===== src/rtl/pipe_pkg.sv =====
// Shared definitions for inter-stage pipeline registers: state encoding,
// default payload widths per stage boundary, and the E/M payload layout.
package pipe_pkg;

  typedef enum logic [1:0] {
    EMPTY = 2'd0,
    ONE   = 2'd1,
    TWO   = 2'd2
  } stage_state_e;

  // Default payload widths per stage boundary
  localparam int unsigned DE_W = 96;
  localparam int unsigned EM_W = 136;
  localparam int unsigned MW_W = 72;

  // E/M payload field offsets (LSB positions)
  localparam int unsigned EM_ALU_LSB   = 0;
  localparam int unsigned EM_SD_LSB    = 32;
  localparam int unsigned EM_PC4_LSB   = 64;
  localparam int unsigned EM_INSTR_LSB = 96;
  localparam int unsigned EM_WREG_LSB  = 128;
  localparam int unsigned EM_CTRL_LSB  = 133;

  typedef struct packed {
    logic [2:0]  ctrl;
    logic [4:0]  wreg;
    logic [31:0] instr;
    logic [31:0] pc4;
    logic [31:0] sd;
    logic [31:0] alu;
  } em_payload_t;

  // Packs E/M fields into a flat payload at the documented offsets
  function automatic logic [EM_W-1:0] em_pack(input em_payload_t p);
    logic [EM_W-1:0] v;
    v = '0;
    v[EM_ALU_LSB   +: 32] = p.alu;
    v[EM_SD_LSB    +: 32] = p.sd;
    v[EM_PC4_LSB   +: 32] = p.pc4;
    v[EM_INSTR_LSB +: 32] = p.instr;
    v[EM_WREG_LSB  +: 5]  = p.wreg;
    v[EM_CTRL_LSB  +: 3]  = p.ctrl;
    return v;
  endfunction

endpackage


===== src/rtl/pipe_stage_reg_sat_counter.sv =====
// Saturating up-counter for performance probes.
// Ports: clk, rst_n (async active-low), inc_i (count this cycle),
//        clr_i (synchronous clear, wins over inc_i), cnt_o (count value).
module sat_counter #(
  parameter int unsigned CNT_W = 16
) (
  input  logic             clk,
  input  logic             rst_n,
  input  logic             inc_i,
  input  logic             clr_i,
  output logic [CNT_W-1:0] cnt_o
);

  logic [CNT_W-1:0] cnt_q;
  logic [CNT_W-1:0] cnt_d;

  // Next count: clear, else increment unless already at all-ones
  always_comb begin
    cnt_d = cnt_q;
    if (clr_i) begin
      cnt_d = '0;
    end else if (inc_i && (cnt_q != {CNT_W{1'b1}})) begin
      cnt_d = cnt_q + CNT_W'(1);
    end
  end

  always_ff @(posedge clk or negedge rst_n) begin
    if (!rst_n) begin
      cnt_q <= '0;
    end else begin
      cnt_q <= cnt_d;
    end
  end

  assign cnt_o = cnt_q;

endmodule


===== src/rtl/pipe_stage_reg.sv =====
// Inter-stage pipeline register with valid/ready handshake, optional
// two-entry skid buffer, per-entry kill, synchronous flush and a saturating
// stall counter.
// Ports: clk, reset (async active-low);
//        upstream   in_valid, in_ready, in_data, in_kill;
//        downstream out_valid, out_ready, out_data (zero when not valid);
//        control    flush, cnt_clr; probe stall_cnt.
module pipe_stage_reg
  import pipe_pkg::*;
#(
  parameter int unsigned DATA_W = EM_W,
  parameter int unsigned SKID   = 1,
  parameter int unsigned CNT_W  = 16
) (
  input  logic              clk,
  input  logic              reset,
  input  logic              in_valid,
  output logic              in_ready,
  input  logic [DATA_W-1:0] in_data,
  input  logic              in_kill,
  output logic              out_valid,
  input  logic              out_ready,
  output logic [DATA_W-1:0] out_data,
  input  logic              flush,
  input  logic              cnt_clr,
  output logic [CNT_W-1:0]  stall_cnt
);

  stage_state_e      state_q, state_d;
  logic [DATA_W-1:0] main_q, main_d;
  logic [DATA_W-1:0] skid_q, skid_d;
  logic              push;
  logic              pop;
  logic              ready_int;

  // With a skid buffer, ready depends only on state; without, downstream
  // ready passes straight through when the single slot is occupied.
  generate
    if (SKID != 0) begin : g_skid
      assign ready_int = (state_q != TWO);
    end else begin : g_noskid
      assign ready_int = (state_q == EMPTY) | out_ready;
    end
  endgenerate

  assign push = in_valid & ready_int & ~in_kill;
  assign pop  = out_valid & out_ready;

  // Next-state and data-register update; flush overrides everything
  always_comb begin
    state_d = state_q;
    main_d  = main_q;
    skid_d  = skid_q;
    if (flush) begin
      state_d = EMPTY;
      main_d  = '0;
      skid_d  = '0;
    end else begin
      case (state_q)
        EMPTY: begin
          if (push) begin
            state_d = ONE;
            main_d  = in_data;
          end
        end
        ONE: begin
          if (push && pop) begin
            main_d = in_data;
          end else if (push && (SKID != 0)) begin
            state_d = TWO;
            skid_d  = in_data;
          end else if (pop) begin
            state_d = EMPTY;
            main_d  = '0;
          end
        end
        TWO: begin
          if (pop) begin
            state_d = ONE;
            main_d  = skid_q;
            skid_d  = '0;
          end
        end
        default: begin
          state_d = EMPTY;
          main_d  = '0;
          skid_d  = '0;
        end
      endcase
    end
  end

  always_ff @(posedge clk or negedge reset) begin
    if (!reset) begin
      state_q <= EMPTY;
      main_q  <= '0;
      skid_q  <= '0;
    end else begin
      state_q <= state_d;
      main_q  <= main_d;
      skid_q  <= skid_d;
    end
  end

  // Main register is zeroed whenever empty, so it drives out_data directly
  assign out_valid = (state_q == ONE) || (state_q == TWO);
  assign out_data  = main_q;
  assign in_ready  = ready_int;

  sat_counter #(
    .CNT_W (CNT_W)
  ) u_stall_cnt (
    .clk   (clk),
    .rst_n (reset),
    .inc_i (in_valid & ~ready_int),
    .clr_i (cnt_clr),
    .cnt_o (stall_cnt)
  );

endmodule


===== config.mk =====
export PLATFORM = sky130hd
export DESIGN_NAME = pipe_stage_reg
export DESIGN_NICKNAME = d
export VERILOG_FILES = /design/src/rtl/pipe_pkg.sv /design/src/rtl/pipe_stage_reg_sat_counter.sv /design/src/rtl/pipe_stage_reg.sv
export SDC_FILE = /design/constraint.sdc
export NUM_CORES = 1
export LEC_CHECK = 0
export ABC_AREA = 1
export BUFFER_PORTS_ARGS = -buffer_cell sky130_fd_sc_hd__buf_4
export CAP_MARGIN = 30
export CORE_MARGIN = 2
export CORE_UTILIZATION = 50
export CTS_CLUSTER_DIAMETER = 200
export CTS_CLUSTER_SIZE = 24
export DETAILED_ROUTE_END_ITERATION = 10
export PLACE_DENSITY = 0.77
export SETUP_SLACK_MARGIN = 0.02
export SLEW_MARGIN = 5
export SYNTH_ARGS = -nofsm -noshare
export SYNTH_HDL_FRONTEND = slang
export SYNTH_SLANG_ARGS = --single-unit

===== constraint.sdc =====
create_clock -name clk -period 1.8 [get_ports clk]
set_input_delay 0.27 -clock clk [delete_from_list [all_inputs] [get_ports clk]]
set_output_delay 0.27 -clock clk [all_outputs]
set_load 0.01 [all_outputs]

==> impl_metrics.ini <==
[hold_path]
hold_path.class = input pin to flip-flop

[clocking]
clkTransAtPathRegs_ns = 0.10
htree_levels = 1
cts.sinks = 290
cts_tree = yes
clkLatencyLatePin_ns = 0.51
cts_inserted_buffers = 16
cts-root-buf = clkbuf_16
clockBufferDepth = 3

[detailed_routing]
postRouteAntennaNets = 0
drc = 0
routedWlPerCell_um = 16.9
drt_iter0_drc = 1894
drt_first_pass_iters = 7
vias = 15030
drt-vias-per-instance = 5.72
wl_um = 44400

[sta]
hold_viol = 0
finalCritPeriodShare = 1.05
min_period_ns = 1.89
setup_viol = 77
relSlewSlack = 0.548
worstMarginPinSlew_ns = 0.677
fmax_ghz = 0.529
finalWorstSetupSlack_ns = -0.0913
rsz0062_at_grt = true
fin_skew_ns = 0.0234
maxSlewViolCount = 0

[finish]
syn2layout_area_growth_pct = 28.5
nFillCells = 2430
fin_nets = 2385
final_util = 0.648
instances_no_fill = 2629
drive_above_1_share = 0.208

[setup_path]
crit_top_cell = nand3_1
cp_slowest_cell = dfrtp_2
path_class = flip-flop to flip-flop
cp_max_fo = 7
cp-end-kind = flip-flop
critical-path-max-stage-delay_ns = 0.45
crit_required_ns = 2.24
worstPathArrival_ns = 2.34
start_kind = flip-flop
path_cells = ha_4 > inv_4 > nand3b_4 > nor2_4 > buf_6 > clkbuf_16 > clkbuf_16 > nand3_1 > nand3_1 > nand3_1 > nand2_1

[pwr]
power.density_nw_per_um2 = 1290
power_mw = 24.5
ir_drop_uv = 973
p_leak_nw = 9.50

[synthesis]
avgSynthCellArea_um2 = 7.46
syn_area_um2 = 14800
synth-async-reset-ratio = 1.00
ys_seq_area_frac = 0.490
synthCells = 1987
ys_types = 24
synth_edf_count = 0
syn_nets = 2135
yosys.area.top_type = dfrtp_1
ys_ff_latch = 290
synth_top_area_frac = 0.490
synth_ff_type = dfrtp_1
yosysWarnings = 0
synth_area_leaders = dfrtp_1, nand2_1, nand3_1

[floorplanning]
die_area_um2 = 31000
start_util = 0.504
coreArea_um2 = 29400
die_w_um = 176
die_h_um = 176
io_pins = 297
rows = 63

[placed_design]
dp_hpwl_um = 28200
gp_congestion = 0.852
dp.cells = 2584
portBuffers = 296

[grt]
grt_start_max_net_pins = 138
grt_pass1_vias = 13879
antenna_found_initial = 2
grtUsageTotal = 0.277
grt_pass1_wl_um = 70600
grt_overflow = 0

[flow_run]
maxCapViolations = 0

[run_status]
failed_checks = negative setup slack
outcome = finished, violations left
## final timing paths
kind | from | endpoint | slack (ns) | cells past startpoint
setup / recovery | state_q[1]$_DFFE_PN0P_ | out_data[113]$_DFFE_PN0P_ | -0.09 | 11
hold / removal | in_data[62] | skid_q[62]$_DFFE_PN0P_ | 0.04 | 3
setup reg to reg | state_q[1]$_DFFE_PN0P_ | out_data[113]$_DFFE_PN0P_ | -0.09 | 11
hold reg to reg | out_data[67]$_DFFE_PN0P_ | out_data[67]$_DFFE_PN0P_ | 0.48 | 2
max in group asynchronous | reset | skid_q[31]$_DFFE_PN0P_ | 0.81 | 3
min in group asynchronous | reset | u_stall_cnt.cnt_o[3]$_DFFE_PN0P_ | 0.27 | 2
## area by class of cell
cell class	instances	area, µm²	share of cell area
Antenna cell	2	5.00	0.000263
Sequential cell	290	7260	0.381
Multi-Input combinational cell	1510	6920	0.363
Inverter	20	87.6	0.00460
Clock inverter	1	30.0	0.00158
Clock buffer	17	425	0.0223
Timing Repair Buffer	399	3840	0.202
Tap cell	390	488	0.0256
## synth_stat cells (2+ instances only)
| master | instances |
|---|---|
| nand2_1 | 750 |
| nand3_1 | 559 |
| dfrtp_1 | 290 |
| clkbuf_1 | 93 |
| o21ai_1 | 80 |
| o21ai_0 | 61 |
| buf_2 | 33 |
| buf_1 | 20 |
| nor2_1 | 20 |
| inv_1 | 16 |
| nand4_1 | 16 |
| buf_4 | 12 |
| buf_6 | 9 |
| ha_1 | 5 |
| inv_2 | 4 |
| nor2_2 | 4 |
| o21bai_1 | 3 |
| or2_2 | 3 |
| xor2_1 | 3 |
| nor2_4 | 2 |
## stage by stage
stage / TNS (ns) / cell area (µm²) / setup WS, ns / hold WS (ns)
finish: -1.94 / 19100 / -0.0913 / 0.0411
global route: -16.62 / 19100 / -0.151 / 0.0298
floorplan: 0 / 14800 / 0.0200 / -0.0256
detailed placement: -33.18 / 18000 / -0.179 / 0.212
global placement: -12.64 / 18000 / -0.0972 / 0.209
CTS: -3.30 / 18700 / -0.0672 / 0.0240
## cell usage in the layout, fill, tap and decap left out, drive strengths merged
cell type      n
o21bai         3
bufbuf         3
clkinv         1
dlygate4sd3    1
nand2        751
ha             5
buf          389
nor2          26
nand3b         2
nand3        559
inv           20
diode          2
or2            3
xor2           3
clkbuf        23
nand4         16
dfrtp        290
a21oi          1
o21ai        141
## layer usage
| metal | part of all wire | vias to the layer above | GRT usage |
|---|---|---|---|
| li1 | - | 7081 | - |
| met1 | 0.40 | 7089 | 0.377 |
| met2 | 0.47 | 771 | 0.447 |
| met3 | 0.091 | 89 | 0.0454 |
| met4 | 0.033 | 0 | 0.103 |
| met5 | 0 | - | 0 |
## where the power goes
group | leakage, nW | switching [mW] | internal (mW)
registers | 3.92 | 1.12 | 8.24
logic | 5.36 | 6.45 | 4.81
clock network | 0.221 | 2.17 | 1.73
## kinds of logic after synthesis
| group | after synthesis | share of synthesized area |
|---|---|---|
| XOR/XNOR | 3 | 0.00177 |
| AO/OA/AOI/OAI | 145 | 0.0495 |
| flip-flops | 290 | 0.490 |
| buffers and inverters | 187 | 0.0577 |
| adder cells (fa/ha/maj) | 5 | 0.00422 |
| AND/OR/NAND/NOR | 1357 | 0.397 |
## registers in the layout, summed over array words and instances (netlist names)
| name | flops |
|---|---|
| out_data | 136 |
| skid_q | 136 |
| state_q | 2 |
| u_stall_cnt.cnt_o | 16 |
## what timing repair did
action | 4_1_cts | 5_1_grt
setup buffers | 10 | 7
hold buffers | 1 | 0
gates cloned | 4 | 6
gates resized for setup | 35 | 36
pin swaps | 3 | 8
hold endpoints to repair | 39 | 0
endpoints found under the setup margin | 286 | 289
## worst max-delay path, delay by kind of cell, from the launching register on
kind / cells / cell delay, ns
flops: 1 / 0.45
simple gates: 6 / 0.65
buf+inv: 4 / 0.53
fa+ha+maj: 1 / 0.19
(Power assumes the default switching activity.)
